<file path="src/rtl/mips_cpu_bus_master.sv">
// Bridges single-request MIPS core loads/stores onto a 32-bit waitrequest-style bus.
// Optional macro BUS_WAIT_TIMEOUT_EN aborts a bus cycle stalled for TIMEOUT_CYCLES waits.
module mips_cpu_bus_master #(
    parameter int unsigned TIMEOUT_CYCLES = 32'd64
) (
    input  logic        clk,
    input  logic        rst_n,
    input  logic        req_valid,
    output logic        req_ready,
    input  logic        req_write,
    input  logic [1:0]  req_size,
    input  logic        req_signed,
    input  logic [31:0] req_addr,
    input  logic [31:0] req_wdata,
    output logic        resp_valid,
    output logic [31:0] resp_rdata,
    output logic        resp_err,
    output logic        read,
    output logic        write,
    output logic [3:0]  byteenable,
    output logic [31:0] addr,
    output logic [31:0] writedata,
    input  logic        waitrequest,
    input  logic [31:0] readdata
);

    typedef enum logic [1:0] {
        IDLE  = 2'd0,
        ISSUE = 2'd1,
        RDATA = 2'd2,
        RESP  = 2'd3
    } state_t;

    function automatic logic is_misaligned(input logic [1:0] size, input logic [1:0] off);
        logic bad;
        case (size)
            2'b00:   bad = 1'b0;
            2'b01:   bad = off[0];
            default: bad = (off != 2'b00);
        endcase
        return bad;
    endfunction

    function automatic logic [3:0] calc_be(input logic [1:0] size, input logic [1:0] off);
        logic [3:0] be;
        case (size)
            2'b00:   be = 4'b0001 << off;
            2'b01:   be = off[1] ? 4'b1100 : 4'b0011;
            default: be = 4'b1111;
        endcase
        return be;
    endfunction

    function automatic logic [31:0] calc_wdata(input logic [1:0] size, input logic [31:0] wd);
        logic [31:0] lanes;
        case (size)
            2'b00:   lanes = {4{wd[7:0]}};
            2'b01:   lanes = {2{wd[15:0]}};
            default: lanes = wd;
        endcase
        return lanes;
    endfunction

    // Pull the addressed lane down to bit 0 and extend it to 32 bits.
    function automatic logic [31:0] extract(input logic [1:0] size, input logic sgn,
                                            input logic [1:0] off, input logic [31:0] rd);
        logic [7:0]  b;
        logic [15:0] h;
        logic [31:0] res;
        case (off)
            2'b00:   b = rd[7:0];
            2'b01:   b = rd[15:8];
            2'b10:   b = rd[23:16];
            2'b11:   b = rd[31:24];
            default: b = 8'h00;
        endcase
        h = off[1] ? rd[31:16] : rd[15:0];
        case (size)
            2'b00:   res = sgn ? {{24{b[7]}}, b} : {24'h000000, b};
            2'b01:   res = sgn ? {{16{h[15]}}, h} : {16'h0000, h};
            default: res = rd;
        endcase
        return res;
    endfunction

    state_t      state_q, state_d;
    logic        req_ready_q, req_ready_d;
    logic        is_write_q, is_write_d;
    logic [1:0]  size_q, size_d;
    logic        signed_q, signed_d;
    logic [1:0]  off_q, off_d;
    logic        read_q, read_d;
    logic        write_q, write_d;
    logic [3:0]  byteenable_q, byteenable_d;
    logic [31:0] addr_q, addr_d;
    logic [31:0] writedata_q, writedata_d;
    logic        resp_valid_q, resp_valid_d;
    logic        resp_err_q, resp_err_d;
    logic [31:0] resp_rdata_q, resp_rdata_d;

`ifdef BUS_WAIT_TIMEOUT_EN
    localparam int unsigned CW = $clog2(TIMEOUT_CYCLES + 32'd1);
    logic [CW-1:0] tmo_cnt_q, tmo_cnt_d;
`endif

    // Next-state and next-output computation for the transaction FSM.
    always_comb begin
        state_d      = state_q;
        is_write_d   = is_write_q;
        size_d       = size_q;
        signed_d     = signed_q;
        off_d        = off_q;
        read_d       = read_q;
        write_d      = write_q;
        byteenable_d = byteenable_q;
        addr_d       = addr_q;
        writedata_d  = writedata_q;
        resp_valid_d = 1'b0;
        resp_err_d   = 1'b0;
        resp_rdata_d = resp_rdata_q;
`ifdef BUS_WAIT_TIMEOUT_EN
        tmo_cnt_d    = tmo_cnt_q;
`endif
        case (state_q)
            IDLE: begin
                if (req_valid) begin
                    is_write_d = req_write;
                    size_d     = req_size;
                    signed_d   = req_signed;
                    off_d      = req_addr[1:0];
                    if (is_misaligned(req_size, req_addr[1:0])) begin
                        state_d      = RESP;
                        resp_valid_d = 1'b1;
                        resp_err_d   = 1'b1;
                    end else begin
                        state_d      = ISSUE;
                        read_d       = ~req_write;
                        write_d      = req_write;
                        byteenable_d = calc_be(req_size, req_addr[1:0]);
                        addr_d       = {req_addr[31:2], 2'b00};
                        writedata_d  = calc_wdata(req_size, req_wdata);
`ifdef BUS_WAIT_TIMEOUT_EN
                        tmo_cnt_d    = '0;
`endif
                    end
                end else begin
                    state_d = IDLE;
                end
            end
            ISSUE: begin
                if (!waitrequest) begin
                    read_d  = 1'b0;
                    write_d = 1'b0;
                    if (is_write_q) begin
                        state_d      = RESP;
                        resp_valid_d = 1'b1;
                    end else begin
                        state_d = RDATA;
                    end
                end else begin
`ifdef BUS_WAIT_TIMEOUT_EN
                    tmo_cnt_d = tmo_cnt_q + 1'b1;
                    // The wait that brings the count to the limit is the last one tolerated.
                    if (32'(tmo_cnt_d) >= TIMEOUT_CYCLES) begin
                        read_d       = 1'b0;
                        write_d      = 1'b0;
                        state_d      = RESP;
                        resp_valid_d = 1'b1;
                        resp_err_d   = 1'b1;
                    end else begin
                        state_d = ISSUE;
                    end
`else
                    state_d = ISSUE;
`endif
                end
            end
            RDATA: begin
                resp_rdata_d = extract(size_q, signed_q, off_q, readdata);
                resp_valid_d = 1'b1;
                state_d      = RESP;
            end
            RESP: begin
                state_d = IDLE;
            end
            default: begin
                state_d = IDLE;
                read_d  = 1'b0;
                write_d = 1'b0;
            end
        endcase
        req_ready_d = (state_d == IDLE);
    end

    // State and registered-output flops; reset aborts any transaction silently.
    always_ff @(posedge clk or negedge rst_n) begin
        if (!rst_n) begin
            state_q      <= IDLE;
            req_ready_q  <= 1'b1;
            is_write_q   <= 1'b0;
            size_q       <= 2'b00;
            signed_q     <= 1'b0;
            off_q        <= 2'b00;
            read_q       <= 1'b0;
            write_q      <= 1'b0;
            byteenable_q <= 4'b0000;
            addr_q       <= 32'h0000_0000;
            writedata_q  <= 32'h0000_0000;
            resp_valid_q <= 1'b0;
            resp_err_q   <= 1'b0;
            resp_rdata_q <= 32'h0000_0000;
`ifdef BUS_WAIT_TIMEOUT_EN
            tmo_cnt_q    <= '0;
`endif
        end else begin
            state_q      <= state_d;
            req_ready_q  <= req_ready_d;
            is_write_q   <= is_write_d;
            size_q       <= size_d;
            signed_q     <= signed_d;
            off_q        <= off_d;
            read_q       <= read_d;
            write_q      <= write_d;
            byteenable_q <= byteenable_d;
            addr_q       <= addr_d;
            writedata_q  <= writedata_d;
            resp_valid_q <= resp_valid_d;
            resp_err_q   <= resp_err_d;
            resp_rdata_q <= resp_rdata_d;
`ifdef BUS_WAIT_TIMEOUT_EN
            tmo_cnt_q    <= tmo_cnt_d;
`endif
        end
    end

    assign req_ready  = req_ready_q;
    assign resp_valid = resp_valid_q;
    assign resp_err   = resp_err_q;
    assign resp_rdata = resp_rdata_q;
    assign read       = read_q;
    assign write      = write_q;
    assign byteenable = byteenable_q;
    assign addr       = addr_q;
    assign writedata  = writedata_q;

endmodule

</file>
<file path="config.mk">
export PLATFORM = sky130hd
export DESIGN_NAME = mips_cpu_bus_master
export DESIGN_NICKNAME = d
export VERILOG_FILES = /design/src/rtl/mips_cpu_bus_master.sv
export SDC_FILE = /design/constraint.sdc
export NUM_CORES = 1
export LEC_CHECK = 0
export CAP_MARGIN = 20
export CORE_MARGIN = 10
export CORE_UTILIZATION = 43
export CTS_CLUSTER_DIAMETER = 100
export DETAILED_ROUTE_END_ITERATION = 10
export PLACE_DENSITY_LB_ADDON = 0.1
export SLEW_MARGIN = 5
export SYNTH_ARGS = -nofsm -noshare
export SYNTH_HDL_FRONTEND = slang
export SYNTH_SLANG_ARGS = --single-unit
</file>
<file path="constraint.sdc">
create_clock -name clk -period 1.99 [get_ports clk]
set_input_delay 0.398 -clock clk [delete_from_list [all_inputs] [get_ports clk]]
set_output_delay 0.398 -clock clk [all_outputs]
set_load 0.01 [all_outputs]
</file>
; Word-level counts from Yosys, hierarchy flattened
; Index checks and enable logic that the tools add are counted.
[word_totals]
ff_bits = 111
output_inout_bits = 105
wordCells = 67
[classes]
eq_ne = 11
shifts = 1
n_mux = 29
bitwise = 2
reduce_logical = 10
[ops]
columns = op, count
row1 = 32-bit one-hot mux with 2 select lines, 2
row2 = 32-bit two-way mux, 2
row3 = 8-bit one-hot mux with 4 select lines, 1
row4 = 16-bit two-way mux, 1
row5 = 1-bit two-way mux, 13
row6 = 2-bit logical NOT, 5
row7 = 2-bit by 1-bit == test with 1-bit output (second input constant), 4
row8 = 2-bit == test (second input constant), 4
row9 = 2-bit one-hot mux with 4 select lines, 1
row10 = 4-bit one-hot mux with 2 select lines, 1
row11 = 2-bit two-way mux, 3
row12 = 2-bit inequality test (second input constant), 3
row13 = 1-bit one-hot mux with 2 select lines, 3
row14 = 4-bit two-way mux, 1
row15 = 4-bit AND reduction, 1
row16 = 2-bit nonzero test, 2
row17 = 1-bit by 2-bit left shift with 4-bit output (first input constant), 1
row18 = 1-bit one-hot mux with 3 select lines, 1
row19 = 3-bit AND reduction, 1
row20 = 1-bit NOT, 2
row21 = 2-bit AND reduction, 1

; Depth between registers and ports, before layout
; Gate-level depths: netlist (run 1).
[depth]
ltp_word = 8
depth_mapped = 6
ltp_nobuf = 4

; Worst setup path after synthesis (run 1)
; No wires, ideal clock.
[synth_path]
path_kind = input -> register
start = in req_addr[0]
end = reg addr_q[10], in the netlist addr[10]
setup_time_ns = 0.128
arrival_ns = 1.364
slack_ns = 0.499
cell_stages = 5
path_buffers = 2
cell_sequence = buf_2 > o21ai_2 > nand3_2 > buf_2 > mux2_1
[synth_via]
elab_chain_len = 6
[synth_lines]
columns = element, line_no
row1 = "start, declared", 13  ; input logic [31:0] req_addr,
row2 = 2-bit nonzero test, 39  ; default: bad = (off != 2'b00);
row3 = 1-bit one-hot mux with 2 select lines (*), 36  ; case (size)
row4 = 1-bit two-way mux (*), 126  ; if (req_valid) begin
row5 = 1-bit two-way mux (*), 124  ; case (state_q)
row6 = 1-bit NOT (no source line) (*), --
row7 = 3-bit AND reduction (no source line) (*), --
row8 = "end signal, assigned", 225  ; addr_q <= addr_d;
row9 = "end, declared", 95  ; logic [31:0] addr_q, addr_d;
; Mark *: on every way between the ends. The rest lies on a longest branch, timed or not. The select of a mux whose other input is x is not followed.
; A chain may end at the register's enable or synchronous reset.

; Final worst setup path (run 1)
[layout_path]
start = reg req_ready_q, in the netlist req_ready
end = out req_ready
[layout_rtl]
columns = element, line_no
row1 = "start, declared", 87  ; logic req_ready_q, req_ready_d;
row2 = "start signal, assigned", 217  ; req_ready_q <= req_ready_d;
row3 = "end, declared", 9  ; output logic req_ready,
; No word-level cell between the ends.

==> impl_metrics.env, run 1 <==
export IMPL_power_density_nw_per_um2=1430
export IMPL_hold_path_class="input port to asynchronous set/reset pin"
export IMPL_gp_congestion=0.810
export IMPL_cp_slowest_cell="clkdlybuf4s50_1"
export IMPL_max_freq_mhz=552
export IMPL_post_cts_buffers=0
export IMPL_grt_overflow=0
export IMPL_clockBufferDepth=2
export IMPL_grt_pass1_vias=4543
export IMPL_grt_pass1_wl_um=24200
export IMPL_worstSkewPairLatency_ns=0.35
export IMPL_r2r_cells=5
export IMPL_grt_use_total=0.183
export IMPL_p_leak_uw=0.00335
export IMPL_synth_edf_count=0
export IMPL_cts_tree="done"
export IMPL_design_area_um2=7710
export IMPL_criticalPathCategory="flip-flop to primary output"
export IMPL_synth_ff_type="dfrtp_1"
export IMPL_cts_buffers=9
export IMPL_dieHeight_um=128
export IMPL_numPortBuffers=206
export IMPL_n_antenna_cell=0
export IMPL_drtIter0Drc=334
export IMPL_nNetsFinal=779
export IMPL_grt_max_degree=112
export IMPL_post_route_period_util=0.911
export IMPL_p_sw_frac=0.340
export IMPL_relSlewSlack=0.602
export IMPL_die_width_um=128
export IMPL_path_buf_inv=1
export IMPL_layout_drive_gt1_share=0.0721
export IMPL_ys_ff_latch=111
export IMPL_r2r_slack_ns=0.34
export IMPL_worst_slew_pin_slew_ns=0.598
export IMPL_routed_wl_um=15300
export IMPL_initial_core_util=0.440
export IMPL_cp_max_fo=1
export IMPL_dpl_instance_area_um2=7400
export IMPL_setup_violations=0
export IMPL_cts_root_buf="clkbuf_16"
export IMPL_netlist_area_um2=5040
export IMPL_clk_pin_slew_ns=0.07
export IMPL_status="completed"
export IMPL_power_frac_comb=0.472
export IMPL_p_sw_uw=3740
export IMPL_viasPerCell=5.27
export IMPL_synth_top_area_cell="dfrtp_1"
export IMPL_yosysMostFrequentCell="dfrtp_1"
export IMPL_utilization=0.672
export IMPL_row_count=39
export IMPL_grt_antenna_before_repair=1
export IMPL_ctsResizeCount=0
export IMPL_yosys_area_top_type_share=0.546
export IMPL_synthCells=469
export IMPL_yosys_warnings=0
export IMPL_postRouteAntennaNets=0
export IMPL_critPathLaunchType="flip-flop"
export IMPL_boundaryPins=209
export IMPL_hold_viol=0
export IMPL_drc_errors=0
export IMPL_ys_top_cells_by_count="110 x dfrtp_1, 62 x nand2_1, 39 x mux2_1"
export IMPL_ir_drop_v=0.000818
export IMPL_clock_sinks=111
export IMPL_syn_avg_cell_area_um2=10.8
export IMPL_dpl_hpwl_um=11700
export IMPL_dr_total_vias=4336
export IMPL_synthTopCellsByArea="dfrtp_1 55%, mux2_1 8.7%, mux2i_1 5.6%"
export IMPL_fillers=919
export IMPL_cp_depth=1
export IMPL_cp_cell_sequence="clkdlybuf4s50_1"
export IMPL_cp_data_arrival_time_ns=1.41
export IMPL_ctsHoldBuffers=0
export IMPL_crit_family="buffers and inverters"
export IMPL_ys_seq_area_frac=0.551
export IMPL_end_kind="primary output"
export IMPL_r2r_start="off_q[1]$_DFFE_PN0P_"
export IMPL_areaGrowthSynthToFinish_pct=52.8
export IMPL_rsz0062_at_grt="false"
export IMPL_dr_pass1_iters=4
export IMPL_holdWs_ns=0.122
export IMPL_ys_async_sr_fraction=1.00
export IMPL_max_cap_viol_count=0
export IMPL_timing_rr_end="resp_rdata[9]$_DFFE_PN0P_"
export IMPL_dieArea_um2=16500
export IMPL_p_clk_frac=0.168
export IMPL_power_frac_seq=0.360
export IMPL_p_int_uw=7270
export IMPL_cp_required_ns=1.59
export IMPL_finalClockSkew_ns=0.00687
export IMPL_drv_slew=0
export IMPL_synthDistinctLibCells=47
export IMPL_crit_path_start="req_ready$_DFF_PN1_"
export IMPL_period_minus_slack_ns=1.81
export IMPL_wl_per_cell_um=18.6
export IMPL_coreArea_um2=11500
export IMPL_crit_path_end="req_ready"
export IMPL_critPathMaxStageDelay_ns=0.55
export IMPL_h_tree_depth=3
==> metrics by stage <==
stage               total power, uW  cells  setup TNS (ns)  setup slack (ns)
finish                        11000    823               0             0.178
global route                  11800    823               0             0.139
CTS                           11200    823               0             0.148
detailed placement             9290    807           -1.48           -0.0598
global placement               9150    807               0           0.00898
floorplan                      6270    470               0             0.499
==> flip-flops by register name, indices dropped and copies added, names as in the netlist <==
register	cells
addr	30
byteenable	4
is_write_q	1
off_q	2
read	1
req_ready	1
resp_err	1
resp_rdata	32
resp_valid	1
signed_q	1
size_q	2
state_q	2
write	1
writedata	32
==> cells by family after synthesis <==
| group | count (synthesis) | share of synthesized area |
|---|---|---|
| simple gates | 149 | 0.142 |
| flops | 111 | 0.551 |
| compound gates | 101 | 0.126 |
| mux | 67 | 0.143 |
| buf+inv | 39 | 0.0357 |
| xor+xnor | 1 | 0.00174 |
| other cells | 1 | 0.000743 |
==> layout make-up <==
cell class	count	area, um^2	area share
repair buffers	229	2330	0.303
clock buffers	13	260	0.0338
flip-flops and latches	111	2780	0.360
clock inverters	3	43.8	0.00568
well taps	143	179	0.0232
inverters	4	15.0	0.00195
multi-input cells	320	2100	0.272
==> power by group through the flow <==
stage	registers (uW)	logic [uW]	clock network (uW)
4_1_cts	3980	5300	1890
3_5_place_dp	4010	5280	0
2_1_floorplan	4370	1900	0
3_3_place_gp	3960	5190	0
6_report	3960	5200	1850
5_1_grt	4110	5690	1970
==> layout by cell type (no fill, tap or decap), types with 9 or more instances in the layout <==
cell type,synthesis,layout
a21oi_1,22,22
nand3_1,34,34
mux2i_1,28,28
nand2_1,62,62
clkdlybuf4s50_1,0,205
dfrtp_1,110,110
nor2_1,23,23
mux2_1,39,39
o21ai_1,37,37
buf_4,2,16
clkbuf_16,0,9
==> metal layers <==
metal / part of all wire / GRT usage
met5: 0 / 0
met4: 0.013 / 0.0556
met3: 0.11 / 0.0831
met2: 0.48 / 0.293
met1: 0.39 / 0.216
==> worst min-delay path by stage <==
stage                         startpoint                         to  cells past startpoint
4_1_cts                            rst_n       addr[10]$_DFFE_PN0P_                      2
6_report                           rst_n        addr[9]$_DFFE_PN0P_                      2
3_5_place_dp   writedata[15]$_DFFE_PN0P_  writedata[15]$_DFFE_PN0P_                      2
5_1_grt                            rst_n        addr[9]$_DFFE_PN0P_                      2
3_3_place_gp   writedata[25]$_DFFE_PN0P_  writedata[25]$_DFFE_PN0P_                      2
2_1_floorplan                      rst_n       addr[10]$_DFFE_PN0P_                      0
Note: power is estimated with default switching activity, not from simulation.
==> run 2: changes to the inputs <==
--- a/config.mk
+++ b/config.mk
@@ -5,12 +5,10 @@
 export SDC_FILE = /design/constraint.sdc
 export NUM_CORES = 1
 export LEC_CHECK = 0
-export CAP_MARGIN = 20
 export CORE_MARGIN = 10
-export CORE_UTILIZATION = 43
+export CORE_UTILIZATION = 28
 export CTS_CLUSTER_DIAMETER = 100
 export DETAILED_ROUTE_END_ITERATION = 10
-export PLACE_DENSITY_LB_ADDON = 0.1
 export SLEW_MARGIN = 5
 export SYNTH_ARGS = -nofsm -noshare
 export SYNTH_HDL_FRONTEND = slang
==> run 2 against run 1 <==
Flip-flop and latch count did not move. Via count grew 2.0%. Largest power group unchanged. Non-clock buffer count up 10. Hold slack lost 0.0053 ns. Clock skew rose by 0.0013 ns. Highest routed layer unchanged. First-iteration DRC count down 60%. Combinational power increased by 1%. Critical path depth unchanged.
==> impl_metrics.env, run 2 (same netlist as run 1, synthesis figures left out) <==
export IMPL_status="completed"
export IMPL_max_freq_mhz=553
export IMPL_ctsHoldBuffers=0
export IMPL_final_cell_mix="205 x clkdlybuf4s50_1, 110 x dfrtp_1, 62 x nand2_1, 39 x mux2_1, 37 x o21ai_1"
export IMPL_p_leak_uw=0.00339
export IMPL_postRouteAntennaNets=0
export IMPL_p_clk_frac=0.187
export IMPL_path_buf_inv=1
export IMPL_ctsResizeCount=0
export IMPL_critPathLaunchType="flip-flop"
export IMPL_dpl_instance_area_um2=7520
export IMPL_initial_core_util=0.283
export IMPL_end_kind="primary output"
export IMPL_row_count=49
export IMPL_layout_drive_gt1_share=0.0884
export IMPL_cp_cell_sequence="clkdlybuf4s50_1"
export IMPL_h_tree_depth=3
export IMPL_cp_data_arrival_time_ns=1.41
export IMPL_design_area_um2=7880
export IMPL_layout_commonest_cell="clkdlybuf4s50_1"
export IMPL_dieArea_um2=23800
export IMPL_gp_congestion=0.860
export IMPL_post_route_period_util=0.909
export IMPL_rsz0062_at_grt="false"
export IMPL_cp_max_fo=1
export IMPL_hold_path_class="input port to asynchronous set/reset pin"
export IMPL_die_width_um=154
export IMPL_fillers=1668
export IMPL_r2r_cells=5
export IMPL_grt_use_total=0.144
export IMPL_timing_rr_end="resp_rdata[22]$_DFFE_PN0P_"
export IMPL_power_frac_seq=0.353
export IMPL_cts_tree="done"
export IMPL_cts_buffers=9
export IMPL_power_frac_comb=0.460
export IMPL_grt_max_degree=112
export IMPL_boundaryPins=209
export IMPL_clockBufferDepth=2
export IMPL_finalNonFillerCells=919
export IMPL_r2r_slack_ns=0.32
export IMPL_setup_violations=0
export IMPL_p_sw_frac=0.345
export IMPL_dr_total_vias=4423
export IMPL_grt_pass1_wl_um=27300
export IMPL_drc_errors=0
export IMPL_drv_slew=0
export IMPL_clock_sinks=111
export IMPL_critPathMaxStageDelay_ns=0.54
export IMPL_grt_overflow=0
export IMPL_hold_viol=0
export IMPL_cp_required_ns=1.59
export IMPL_period_minus_slack_ns=1.81
export IMPL_worst_slew_pin_slew_ns=0.624
export IMPL_criticalPathCategory="flip-flop to primary output"
export IMPL_crit_family="buffers and inverters"
export IMPL_n_antenna_cell=0
export IMPL_numPortBuffers=206
export IMPL_post_cts_buffers=0
export IMPL_drtIter0Drc=132
export IMPL_ir_drop_v=0.000656
export IMPL_relSlewSlack=0.584
export IMPL_p_sw_uw=3940
export IMPL_grt_pass1_vias=4793
export IMPL_areaGrowthSynthToFinish_pct=56.1
export IMPL_dieHeight_um=154
export IMPL_power_density_nw_per_um2=1450
export IMPL_viasPerCell=4.81
export IMPL_dpl_hpwl_um=13700
export IMPL_max_cap_viol_count=0
export IMPL_p_int_uw=7470
export IMPL_worstSkewPairLatency_ns=0.36
export IMPL_nNetsFinal=789
export IMPL_dr_pass1_iters=5
export IMPL_placed_cells=903
export IMPL_routed_wl_um=17500
export IMPL_r2r_start="off_q[1]$_DFFE_PN0P_"
export IMPL_coreArea_um2=17800
export IMPL_wl_per_cell_um=19.0
export IMPL_cts_root_buf="clkbuf_16"
export IMPL_finalClockSkew_ns=0.00819
export IMPL_grt_antenna_before_repair=0
export IMPL_clk_pin_slew_ns=0.07
export IMPL_cp_slowest_cell="clkdlybuf4s50_1"
-- run 2: worst max-delay path by stage --
| stage | startpoint | to | cells past startpoint |
|---|---|---|---|
| 2_1_floorplan | req_addr[0] | addr[10]$_DFFE_PN0P_ | 5 |
| 3_3_place_gp | req_valid | writedata[4]$_DFFE_PN0P_ | 5 |
| 3_5_place_dp | req_valid | writedata[0]$_DFFE_PN0P_ | 5 |
| 4_1_cts | req_ready$_DFF_PN1_ | req_ready | 1 |
| 5_1_grt | off_q[1]$_DFFE_PN0P_ | resp_rdata[8]$_DFFE_PN0P_ | 4 |
| 6_report | req_ready$_DFF_PN1_ | req_ready | 1 |
-- run 2: power groups by stage --
stage | Clock, uW | Combinational [uW] | Sequential [uW]
finish | 2130 | 5250 | 4020
global route | 2300 | 5740 | 4170
CTS | 2190 | 5360 | 4040
detailed placement | 0 | 5340 | 4060
global placement | 0 | 5270 | 4020
floorplan | 0 | 1900 | 4370
-- run 2: final cells by class --
class	count	area, um^2	area share
tap	229	287	0.0364
multi-input combinational	320	2100	0.267
sequential	111	2780	0.353
timing repair buffer	239	2340	0.298
inverter	4	15.0	0.00191
clock inverter	7	126	0.0160
clock buffer	9	225	0.0286
-- run 2: stage by stage --
step                      setup WS, ns  total power, uW  setup TNS, ns   util  hold slack [ns]
final                            0.182            11400              0  0.441            0.117
after global routing             0.116            12200              0  0.441            0.170
after CTS                        0.141            11600              0  0.441            0.150
after detailed placement       -0.0120             9400        -0.0237  0.422            0.473
after global placement          0.0253             9300              0  0.422            0.470
after floorplan                  0.499             6270              0      -            0.102
-- run 2: layer usage --
layer	wire length (um)	GRT usage
met1	7340	0.172
met2	7740	0.220
met3	2150	0.0754
met4	231	0.0427
met5	0	0
==> run 3: changes to the inputs <==
--- a/config.mk
+++ b/config.mk
@@ -7,8 +7,10 @@
 export LEC_CHECK = 0
 export CORE_MARGIN = 10
 export CORE_UTILIZATION = 28
-export CTS_CLUSTER_DIAMETER = 100
+export CTS_CLUSTER_DIAMETER = 50
 export DETAILED_ROUTE_END_ITERATION = 10
+export RECOVER_POWER = 25
+export SKIP_CTS_REPAIR_TIMING = 1
 export SLEW_MARGIN = 5
 export SYNTH_ARGS = -nofsm -noshare
 export SYNTH_HDL_FRONTEND = slang
==> run 3 against run 2 <==
The flow now finishes with violations (capacitance limit, slew limit). Setup slack about the same. Non-clock buffer count is the same. Final cell count stayed put. Critical path type unchanged.
==> impl_metrics.env, run 3 (same netlist as run 1, synthesis figures left out) <==
export IMPL_cp_required_ns=1.59
export IMPL_whs_path_depth=1
export IMPL_h_tree_depth=3
export IMPL_postRouteAntennaNets=0
export IMPL_clk_pin_slew_ns=0.07
export IMPL_grtUsageMet1=0.172
export IMPL_hold_end="byteenable[0]$_DFFE_PN0P_"
export IMPL_power_frac_seq=0.353
export IMPL_fillers=1669
export IMPL_ir_drop_v=0.000657
export IMPL_crit_family="buffers and inverters"
export IMPL_grt_overflow=0
export IMPL_power_density_nw_per_um2=1450
export IMPL_finalClockSkew_ns=0.00761
export IMPL_cp_cell_sequence="clkdlybuf4s50_1"
export IMPL_grt_pass1_wl_um=27300
export IMPL_numPortBuffers=206
export IMPL_final_cell_mix="205 x clkdlybuf4s50_1, 110 x dfrtp_1, 62 x nand2_1, 39 x mux2_1, 37 x o21ai_1"
export IMPL_cp_data_arrival_time_ns=1.41
export IMPL_path_buf_inv=1
export IMPL_grt_use_met2=0.220
export IMPL_r2r_cells=4
export IMPL_boundaryPins=209
export IMPL_wl_per_cell_um=19.0
export IMPL_top_usage_layer="met2"
export IMPL_die_width_um=154
export IMPL_rsz0062_at_grt="false"
export IMPL_design_area_um2=7860
export IMPL_grt_pass1_vias=4793
export IMPL_hold_path_class="flip-flop to flip-flop"
export IMPL_timing_rr_end="resp_rdata[0]$_DFFE_PN0P_"
export IMPL_multi_input_comb_area_um2=2100
export IMPL_dpl_hpwl_um=13700
export IMPL_min_delay_start="byteenable[0]$_DFFE_PN0P_"
export IMPL_seq_area_um2=2780
export IMPL_setup_violations=0
export IMPL_period_minus_slack_ns=1.81
export IMPL_end_kind="primary output"
export IMPL_drv_slew=112
export IMPL_setup_ws_ns=0.182
export IMPL_p_leak_uw=0.00338
export IMPL_cts_buffers=9
export IMPL_layout_drive_gt1_share=0.0884
export IMPL_drc_errors=0
export IMPL_drtIter0Drc=123
export IMPL_critPathLaunchType="flip-flop"
export IMPL_met3_usage=0.0754
export IMPL_gp_congestion=0.860
export IMPL_cts_root_buf="clkbuf_16"
export IMPL_row_count=49
export IMPL_grt_use_total=0.144
export IMPL_p_sw_uw=3940
export IMPL_max_freq_mhz=553
export IMPL_post_route_period_util=0.909
export IMPL_nNetsFinal=789
export IMPL_grt_antenna_before_repair=0
export IMPL_clockBufferDepth=2
export IMPL_dieArea_um2=23800
export IMPL_cp_max_fo=1
export IMPL_cts_tree="done"
export IMPL_cp_slowest_cell="clkdlybuf4s50_1"
export IMPL_viasPerCell=4.82
export IMPL_critPathMaxStageDelay_ns=0.54
export IMPL_p_sw_frac=0.345
export IMPL_hold_viol=0
export IMPL_r2r_slack_ns=0.31
export IMPL_dieHeight_um=154
export IMPL_clock_sinks=111
export IMPL_initial_core_util=0.283
export IMPL_power_frac_comb=0.460
export IMPL_dr_total_vias=4432
export IMPL_n_antenna_cell=0
export IMPL_routed_wl_um=17500
export IMPL_max_cap_viol_count=1
export IMPL_worst_slew_pin_slew_ns=1.56
export IMPL_p_int_uw=7470
export IMPL_criticalPathCategory="flip-flop to primary output"
export IMPL_p_clk_frac=0.187
export IMPL_r2r_start="off_q[0]$_DFFE_PN0P_"
export IMPL_worstSkewPairLatency_ns=0.35
export IMPL_dpl_instance_area_um2=7520
export IMPL_preCtsSetupSlack_ns=-0.0120
export IMPL_areaGrowthSynthToFinish_pct=55.9
export IMPL_status="finished, violations left"
export IMPL_dr_pass1_iters=5
export IMPL_relSlewSlack=-0.0379
export IMPL_grt_max_degree=112
export IMPL_coreArea_um2=17800
export IMPL_violations="capacitance limit, slew limit"
export IMPL_layout_commonest_cell="clkdlybuf4s50_1"
==> run 3: cell count changes in the layout (fill, tap and decap cells not counted), sizes merged <==
cell and change:
buf -2, clkbuf +2
==> run 3: worst max-delay path by stage <==
stage | slack, ns | to | cells after the start | start
6_report | 0.18 | req_ready | 1 | req_ready$_DFF_PN1_
2_1_floorplan | 0.50 | addr[10]$_DFFE_PN0P_ | 5 | req_addr[0]
5_1_grt | 0.12 | resp_rdata[8]$_DFFE_PN0P_ | 4 | off_q[1]$_DFFE_PN0P_
3_5_place_dp | -0.01 | writedata[0]$_DFFE_PN0P_ | 5 | req_valid
4_1_cts | 0.14 | req_ready | 1 | req_ready$_DFF_PN1_
3_3_place_gp | 0.03 | writedata[4]$_DFFE_PN0P_ | 5 | req_valid
==> run 3: area by class of cell <==
type	count	share of cell area
Sequential cell	111	0.353
Clock inverter	7	0.0161
Clock buffer	9	0.0286
Multi-Input combinational cell	320	0.267
Tap cell	229	0.0364
Inverter	4	0.00191
Timing Repair Buffer	239	0.297
==> run 3: through the flow <==
step	cells	power [uW]	utilization	setup TNS, ns	hold WS (ns)
after floorplan	470	6270	-	0	0.102
after global placement	903	9300	0.422	0	0.470
after detailed placement	903	9400	0.422	-0.0237	0.473
after CTS	919	11600	0.441	0	0.150
after global routing	919	12200	0.441	0	0.507
final	919	11400	0.441	0	0.482
==> run 3: power by group through the flow <==
stage                     clock (uW)  sequential, uW  combinational [uW]
final                           2140            4020                5250
after global routing            2300            4170                5740
after CTS                       2190            4040                5360
after detailed placement           0            4060                5340
after global placement             0            4020                5270
after floorplan                    0            4370                1900
==> run 3: layer usage <==
layer | wire (um) | vias to the layer above
li1 | - | 2089
met1 | 7350 | 2132
met2 | 7760 | 197
met3 | 2130 | 14
met4 | 231 | 0
met5 | 0 | -
